## src/rtl/spi_tx_arbiter.sv

```systemverilog
// Round-robin arbiter that locks one lane per message and feeds its bytes to a
// shared SPI serializer, with an inter-byte idle gap and a hung-serializer timeout.
module spi_tx_arbiter #(
    parameter int NREQ       = 4,
    parameter int TIMEOUT    = 64,
    parameter int GAP_CYCLES = 2
) (
    input  logic                    clk,
    input  logic                    rst,
    input  logic [NREQ-1:0]         req_valid,
    input  logic [8*NREQ-1:0]       req_data,
    input  logic [NREQ-1:0]         req_last,
    output logic [NREQ-1:0]         req_ready,
    output logic [7:0]              tx_data,
    output logic                    tx_start,
    input  logic                    tx_done,
    output logic [NREQ-1:0]         grant,
    output logic                    busy,
    output logic                    err_timeout,
    output logic [$clog2(NREQ)-1:0] err_src
);

    localparam int IW = $clog2(NREQ);
    localparam int TW = $clog2(TIMEOUT);
    localparam int GW = $clog2(GAP_CYCLES + 1);

    typedef enum logic [1:0] {
        IDLE = 2'd0,
        SEND = 2'd1,
        WAIT = 2'd2,
        GAP  = 2'd3
    } state_t;

    state_t          state_reg;
    state_t          state_next;
    logic [IW-1:0]   ptr_reg;
    logic [IW-1:0]   owner_reg;
    logic [NREQ-1:0] grant_reg;
    logic [7:0]      tx_data_reg;
    logic            tx_start_reg;
    logic [IW-1:0]   err_src_reg;
    logic [TW-1:0]   timer_reg;
    logic [GW-1:0]   gap_reg;
    logic            last_q_reg;
    logic            rel_reg;

    logic            accept;
    logic            wait_end;
    logic            release_msg;
    logic            timeout_hit;
    logic [IW-1:0]   win_idx;
    logic [IW:0]     cand;
    logic [7:0]      lane_byte [NREQ];

    generate
        for (genvar gi = 0; gi < NREQ; gi++) begin : g_lane
            assign lane_byte[gi] = req_data[8*gi +: 8];
            assign req_ready[gi] = (state_reg == SEND) && (owner_reg == IW'(gi)) && req_valid[gi];
        end
    endgenerate

    // Scan from the farthest offset down so the lane closest to ptr overwrites last.
    always_comb begin
        win_idx = '0;
        cand    = '0;
        for (int k = NREQ - 1; k >= 0; k--) begin
            cand = {1'b0, ptr_reg} + (IW+1)'(k);
            if (cand >= (IW+1)'(NREQ)) begin
                cand = cand - (IW+1)'(NREQ);
            end
            if (req_valid[cand[IW-1:0]]) begin
                win_idx = cand[IW-1:0];
            end
        end
    end

    always_comb begin
        state_next  = state_reg;
        accept      = 1'b0;
        wait_end    = 1'b0;
        release_msg = 1'b0;
        timeout_hit = 1'b0;
        case (state_reg)
            IDLE: begin
                if (|req_valid) begin
                    state_next = SEND;
                end
            end
            SEND: begin
                if (req_valid[owner_reg]) begin
                    accept     = 1'b1;
                    state_next = WAIT;
                end
            end
            WAIT: begin
                // A done pulse on the final timer cycle still counts as success.
                if (tx_done) begin
                    wait_end    = 1'b1;
                    release_msg = last_q_reg;
                    state_next  = GAP;
                end else if (timer_reg == TW'(TIMEOUT - 1)) begin
                    wait_end    = 1'b1;
                    release_msg = 1'b1;
                    timeout_hit = 1'b1;
                    state_next  = GAP;
                end
            end
            GAP: begin
                if (gap_reg == GW'(GAP_CYCLES - 1)) begin
                    state_next = rel_reg ? IDLE : SEND;
                end
            end
            default: state_next = IDLE;
        endcase
    end

    always_ff @(posedge clk) begin
        if (rst) begin
            state_reg    <= IDLE;
            ptr_reg      <= '0;
            owner_reg    <= '0;
            grant_reg    <= '0;
            tx_data_reg  <= '0;
            tx_start_reg <= 1'b0;
            err_src_reg  <= '0;
            timer_reg    <= '0;
            gap_reg      <= '0;
            last_q_reg   <= 1'b0;
            rel_reg      <= 1'b0;
        end else begin
            state_reg    <= state_next;
            tx_start_reg <= accept;
            if (state_reg == IDLE && |req_valid) begin
                owner_reg <= win_idx;
                grant_reg <= {{(NREQ-1){1'b0}}, 1'b1} << win_idx;
            end
            if (accept) begin
                tx_data_reg <= lane_byte[owner_reg];
                last_q_reg  <= req_last[owner_reg];
                timer_reg   <= '0;
            end else if (state_reg == WAIT) begin
                timer_reg <= timer_reg + TW'(1);
            end
            if (wait_end) begin
                rel_reg <= release_msg;
                gap_reg <= '0;
            end else if (state_reg == GAP) begin
                gap_reg <= gap_reg + GW'(1);
            end
            if (release_msg) begin
                grant_reg <= '0;
                ptr_reg   <= (owner_reg == IW'(NREQ - 1)) ? '0 : owner_reg + IW'(1);
            end
            if (timeout_hit) begin
                err_src_reg <= owner_reg;
            end
        end
    end

    assign tx_data     = tx_data_reg;
    assign tx_start    = tx_start_reg;
    assign grant       = grant_reg;
    assign busy        = (state_reg != IDLE);
    assign err_timeout = timeout_hit;
    assign err_src     = err_src_reg;

endmodule

```

## config.mk

```make
export PLATFORM = sky130hd
export DESIGN_NAME = spi_tx_arbiter
export DESIGN_NICKNAME = d
export VERILOG_FILES = /design/src/rtl/spi_tx_arbiter.sv
export SDC_FILE = /design/constraint.sdc
export NUM_CORES = 1
export LEC_CHECK = 0
export CORE_ASPECT_RATIO = 1.4
export CORE_MARGIN = 2
export CORE_UTILIZATION = 47
export DETAILED_ROUTE_END_ITERATION = 8
export GPL_TIMING_DRIVEN = 1
export PLACE_DENSITY_LB_ADDON = 0.2
export REMOVE_ABC_BUFFERS = 1
export SYNTH_ARGS = -nofsm -noshare
export SYNTH_HDL_FRONTEND = slang
export SYNTH_SLANG_ARGS = --single-unit
```

## constraint.sdc

```tcl
create_clock -name clk -period 5.75 [get_ports clk]
set_clock_uncertainty 0.2 [all_clocks]
set_input_delay 1.15 -clock clk [delete_from_list [all_inputs] [get_ports clk]]
set_output_delay 1.15 -clock clk [all_outputs]
set_load 0.01 [all_outputs]
```

==> results of run 1 <==
==> area by class of cell <==
cell class	instances	share of cell area
flip-flops and latches	31	0.256
well taps	40	0.0206
clock buffers	8	0.0412
inverters	14	0.0216
multi-input cells	113	0.401
repair buffers	63	0.260
==> path summary, 6_finish.rpt <==
path	to	depth (start not counted)
setup / recovery	err_timeout	3
hold / removal	grant[1]$_SDFFE_PP0P_	2
setup reg to reg	state_reg[1]$_SDFFE_PP0P_	5
hold reg to reg	grant[1]$_SDFFE_PP0P_	2
==> cell usage after synthesis (2+ instances only) <==
cell type,n,area (sq um)
nand4_1,2,12.5
mux2i_1,7,70.1
nand2_1,10,37.5
dfxtp_1,31,621
o21ai_0,2,10.0
clkbuf_1,4,15.0
xnor2_1,3,26.3
mux4_2,7,158
mux4_1,3,78.8
a21oi_2,2,17.5
xor2_1,3,26.3
and3_1,5,31.3
a22o_1,9,78.8
inv_1,14,52.6
ha_1,10,125
nand2b_1,3,18.8
a21oi_1,8,40.0
nor3_1,3,15.0
nor2_1,16,60.1
==> power by group through the flow <==
stage / Clock [mW] / Sequential [mW] / Combinational (mW)
after floorplan: 0 / 0.284 / 0.172
after global placement: 0 / 0.282 / 0.279
after detailed placement: 0 / 0.285 / 0.291
after CTS: 0.193 / 0.280 / 0.295
after global routing: 0.200 / 0.285 / 0.318
final: 0.189 / 0.280 / 0.291
==> per-layer routing <==
| layer | track usage | share of wire | up-vias |
|---|---|---|---|
| met4 | 0.0972 | 0.026 | 0 |
| met3 | 0.0714 | 0.058 | 16 |
| met1 | 0.241 | 0.35 | 738 |
| li1 | - | - | 721 |
| met5 | 0 | 0 | - |
| met2 | 0.410 | 0.56 | 65 |
==> worst max-delay path, delay by kind of cell <==
kind / cells / cell delay [ns]
buf+inv: 2 / 1.08
simple gates: 1 / 0.41
==> kinds of logic (layout without fill, tap and decap cells) <==
group	Yosys count	count (layout)	synth area share
simple gates	49	49	0.144
compound gates	31	31	0.147
flops	31	31	0.369
buf+inv	21	85	0.0521
mux	17	17	0.182
fa+ha+maj	10	10	0.0744
xor+xnor	6	6	0.0313
==> through the flow <==
step | area, sq um | setup WS, ns | hold WS, ns
floorplan | 1650 | 2.76 | 0.240
global placement | 2330 | 1.82 | 0.241
detailed placement | 2330 | 1.74 | 0.250
CTS | 2430 | 1.74 | 0.262
global route | 2430 | 1.70 | 0.286
finish | 2430 | 1.76 | 0.257
==> results.json, run 1 <==
{
  "rsz0062_at_grt": "false",
  "layout_commonest_cell": "clkdlybuf4s50_1",
  "intPower_mw": 0.514,
  "layout_common_cells": "clkdlybuf4s50_1 (63), dfxtp_1 (31), nor2_1 (16), inv_1 (14)",
  "drive_above_1_share": 0.0961,
  "critPathLaunch": "tx_done",
  "hp-class": "reg2reg",
  "die_height_um": 74.8,
  "dpl.hpwl_um": 3390,
  "chipWidth_um": 54.6,
  "drt-pass1-iter-count": 4,
  "report.final.slew_viol_count": 0,
  "routed_wl_um": 4340,
  "synth_ff_type": "dfxtp_1",
  "multiInputGateArea_sq_um": 973,
  "seqPwrFrac": 0.368,
  "clockBufferDepth": 2,
  "synth_area_sq_um": 1680,
  "initial_utilization": 0.493,
  "post-route-period-util": 0.694,
  "route.detailed.drc": 0,
  "cts_tree": "done",
  "fin_nets": 281,
  "cp-start-kind": "primary input",
  "largest_reg_flops": 8,
  "antenna_found_initial": 0,
  "io-pin-count": 64,
  "cp-end-kind": "output pin",
  "min_from": "grant[1]$_SDFFE_PP0P_",
  "swShare": 0.324,
  "pwr-share-clk": 0.249,
  "finalSetupViolCount": 0,
  "power.density_nw_per_um2": 313,
  "critPathSlowestCell": "clkdlybuf4s50_1",
  "clock_latency_ns": 0.29,
  "synth_seq_cells": 31,
  "grt_pass1_vias": 1492,
  "outcome": "finished, final reports clean",
  "synth_edf_count": 0,
  "cts_max_level": 2,
  "track_usage": 0.229,
  "gp_congestion": 0.875,
  "n_antenna_cell": 0,
  "p_sw_mw": 0.247,
  "place_inst": 261,
  "avgViaCountPerCell": 5.72,
  "holdBufCountCts": 0,
  "p_leak_nw": 0.925,
  "relSlewSlack": 0.381,
  "critical_path_class": "in2out",
  "utilization": 0.712,
  "fmax_mhz": 251,
  "cap_violations": 0,
  "fin_crit_ns": 3.99,
  "regToRegSetupSlack_ns": 3.33,
  "combinationalPowerShare": 0.383,
  "tns_ns": 0,
  "die_area_sq_um": 4080,
  "wl_per_cell_um": 16.1,
  "cts_buffers": 5,
  "grt_pass1_wl_um": 6650,
  "ys_types": 42,
  "areaGrowthSynthToFinish_pct": 44.3,
  "crit_fanout": 3,
  "cp.required_ns": 4.40,
  "grt_max_degree": 17,
  "async_flop_share": 0,
  "seqCellArea_sq_um": 621,
  "post-cts-setup-buffer-count": 0,
  "fin_cells": 269,
  "cpMostUsedCell": "clkdlybuf4s50_1",
  "yosysSeqAreaShare": 0.369,
  "cp_slowest_stage_delay_ns": 0.62,
  "hold_viol_final": 0,
  "nFillCells": 284,
  "postSynthCellCount": 165,
  "crit_chain": "clkdlybuf4s50_1 -> nor3_1 -> clkdlybuf4s50_1",
  "num_vias": 1540,
  "core.rowCount": 25,
  "yosys_warnings": 0,
  "portBuffers": 63,
  "cp_data_arrival_time_ns": 2.64,
  "antenna_left": 0,
  "total_power_mw": 0.760,
  "first_iter_violations": 41,
  "syn_avg_cell_area_sq_um": 10.2,
  "clock_sinks": 31,
  "coreArea_sq_um": 3410,
  "grt_overflow_total": 0,
  "regToRegStartpoint": "owner_reg[0]$_SDFFE_PP0P_",
  "tightest_slew_ns": 0.918,
  "postCtsResizedCells": 0,
  "ir_drop_uv": 233,
  "path_clk_slew_ns": 0.06,
  "clock-root-buffer": "clkbuf_8"
}
No activity file was read; power rests on OpenSTA's default activity.
==> inputs of run 2 (changes only) <==
--- a/config.mk
+++ b/config.mk
@@ -7,7 +7,7 @@
 export LEC_CHECK = 0
 export CORE_ASPECT_RATIO = 1.4
 export CORE_MARGIN = 2
-export CORE_UTILIZATION = 47
+export CORE_UTILIZATION = 39
 export DETAILED_ROUTE_END_ITERATION = 8
 export GPL_TIMING_DRIVEN = 1
 export PLACE_DENSITY_LB_ADDON = 0.2
==> constraint.sdc (replaced) <==
create_clock -name clk -period 3.6 [get_ports clk]
set_clock_uncertainty 0.2 [all_clocks]
set_input_delay 0.72 -clock clk [delete_from_list [all_inputs] [get_ports clk]]
set_output_delay 0.72 -clock clk [all_outputs]
set_load 0.01 [all_outputs]
==> run 2 against run 1 <==
Effect of this change: sequential cell count stayed put; first-iteration DRC count is 46% higher; largest cell class unchanged; sequential share of layout area is 0.48 points lower; design area is 1.9% higher.
==> results.json, run 2 (synthesis results as in run 1) <==
{
  "outcome": "finished, final reports clean",
  "die_area_sq_um": 4860,
  "num_vias": 1447,
  "critPathSlowestCell": "clkdlybuf4s50_1",
  "tns_ns": 0,
  "grt_max_degree": 17,
  "seqPwrFrac": 0.340,
  "n_antenna_cell": 0,
  "post-cts-setup-buffer-count": 0,
  "hold_viol_final": 0,
  "cp_slowest_stage_delay_ns": 0.62,
  "postPlaceCellArea_sq_um": 2360,
  "grt_overflow_total": 0,
  "cp-end-kind": "output pin",
  "intPower_mw": 0.882,
  "die_height_um": 81.7,
  "tightest_slew_ns": 0.626,
  "initial_utilization": 0.403,
  "crit_buf_inv": 2,
  "cp-start-kind": "flip-flop",
  "fin_nets": 284,
  "dpl.hpwl_um": 3170,
  "cts_tree": "done",
  "finalSetupViolCount": 0,
  "track_usage": 0.169,
  "coreArea_sq_um": 4170,
  "rsz0062_at_grt": "false",
  "power.density_nw_per_um2": 515,
  "io-pin-count": 64,
  "hp-class": "reg2reg",
  "post-route-period-util": 0.895,
  "nFillCells": 364,
  "total_power_mw": 1.27,
  "ir_drop_uv": 249,
  "largest_reg_flops": 8,
  "utilization": 0.593,
  "portBuffers": 63,
  "timing.rr.end": "state_reg[0]$_SDFFE_PP0P_",
  "min_from": "grant[2]$_SDFFE_PP0P_",
  "relSlewSlack": 0.581,
  "path_clk_slew_ns": 0.07,
  "critical_path_class": "reg2out",
  "areaGrowthSynthToFinish_pct": 47.1,
  "final_cell_area_sq_um": 2470,
  "crit_family": "buffers and inverters",
  "worst-r2r-cell-count": 5,
  "p_sw_mw": 0.393,
  "clock-root-buffer": "clkbuf_8",
  "cp.required_ns": 2.68,
  "holdBufCountCts": 0,
  "clock_sinks": 31,
  "cts_buffers": 5,
  "avgViaCountPerCell": 5.22,
  "report.final.slew_viol_count": 0,
  "crit_fanout": 9,
  "pwr-share-clk": 0.278,
  "cts_max_level": 2,
  "fin_crit_ns": 3.22,
  "drt-pass1-iter-count": 4,
  "antenna_left": 0,
  "layout_commonest_cell": "clkdlybuf4s50_1",
  "clockBufferDepth": 2,
  "holdPathEnd": "grant[2]$_SDFFE_PP0P_",
  "clock_latency_ns": 0.28,
  "layout_common_cells": "clkdlybuf4s50_1 (63), dfxtp_1 (31), nor2_1 (16), inv_1 (14)",
  "core.rowCount": 28,
  "chipWidth_um": 59.5,
  "regToRegStartpoint": "owner_reg[0]$_SDFFE_PP0P_",
  "drive_above_1_share": 0.112,
  "gp_congestion": 0.774,
  "grt_pass1_wl_um": 6090,
  "cp_data_arrival_time_ns": 2.30,
  "routed_wl_um": 3990,
  "swShare": 0.308,
  "cap_violations": 0,
  "postCtsResizedCells": 0,
  "crit_chain": "inv_1 -> ha_1 -> nand4_1 -> nor3_1 -> clkdlybuf4s50_1",
  "hold_depth": 2,
  "first_iter_violations": 60,
  "grt_pass1_vias": 1322,
  "wl_per_cell_um": 14.4,
  "combinationalPowerShare": 0.383,
  "antenna_found_initial": 0,
  "p_leak_nw": 0.950,
  "fmax_mhz": 310,
  "regToRegSetupSlack_ns": 1.30,
  "route.detailed.drc": 0
}
==> run 2: changes by cell type in the layout (fill, tap and decap cells not counted) <==
cell / delta
bufinv_16: +1
clkbuf_8: -1
buf_4: +3
clkinv_2: +1
clkbuf_1: -1
==> run 2: layer usage <==
layer	up-vias	share of wire	wire (um)	track usage
met1	689	0.43	1710	0.209
met3	6	0.034	135	0.0520
met5	-	0	0	0
li1	725	-	-	-
met4	0	0.016	65	0.0667
met2	27	0.52	2080	0.271
==> run 2: final cells by class <==
class,count,area [sq um],share of cell area
Tap cell,45,56.3,0.0228
Clock inverter,2,35.0,0.0142
Multi-Input combinational cell,113,973,0.394
Sequential cell,31,621,0.251
Inverter,14,52.6,0.0212
Timing Repair Buffer,66,653,0.264
Clock buffer,6,82.6,0.0334
==> run 2: how the worst max path moves through the flow <==
stage,startpoint,end,slack (ns),cells after the start
final,state_reg[0]$_SDFFE_PP0P_,err_timeout,0.38,5
after global routing,state_reg[0]$_SDFFE_PP0P_,err_timeout,0.19,5
after CTS,state_reg[0]$_SDFFE_PP0P_,err_timeout,0.33,5
after detailed placement,tx_done,err_timeout,0.50,3
after global placement,tx_done,err_timeout,0.51,3
after floorplan,state_reg[0]$_SDFFE_PP0P_,err_timeout,1.28,4
==> run 2: power by group through the flow <==
stage | registers (mW) | clock network (mW) | logic [mW]
global placement | 0.439 | 0 | 0.491
global route | 0.440 | 0.380 | 0.537
floorplan | 0.453 | 0 | 0.274
detailed placement | 0.440 | 0 | 0.494
finish | 0.433 | 0.354 | 0.488
CTS | 0.433 | 0.363 | 0.495
==> run 2: metrics by stage <==
stage,cells,setup WS [ns],hold slack (ns)
4_1_cts,277,0.334,0.260
6_report,277,0.377,0.258
2_1_floorplan,158,1.28,0.240
3_3_place_gp,269,0.509,0.245
5_1_grt,277,0.190,0.277
3_5_place_dp,269,0.496,0.247
==> run 2: tightest hold or removal path: stages (launching register included) <==
cell and delay [ns]:
dfxtp_1 0.31, nand2_1 0.05, a21oi_1 0.05
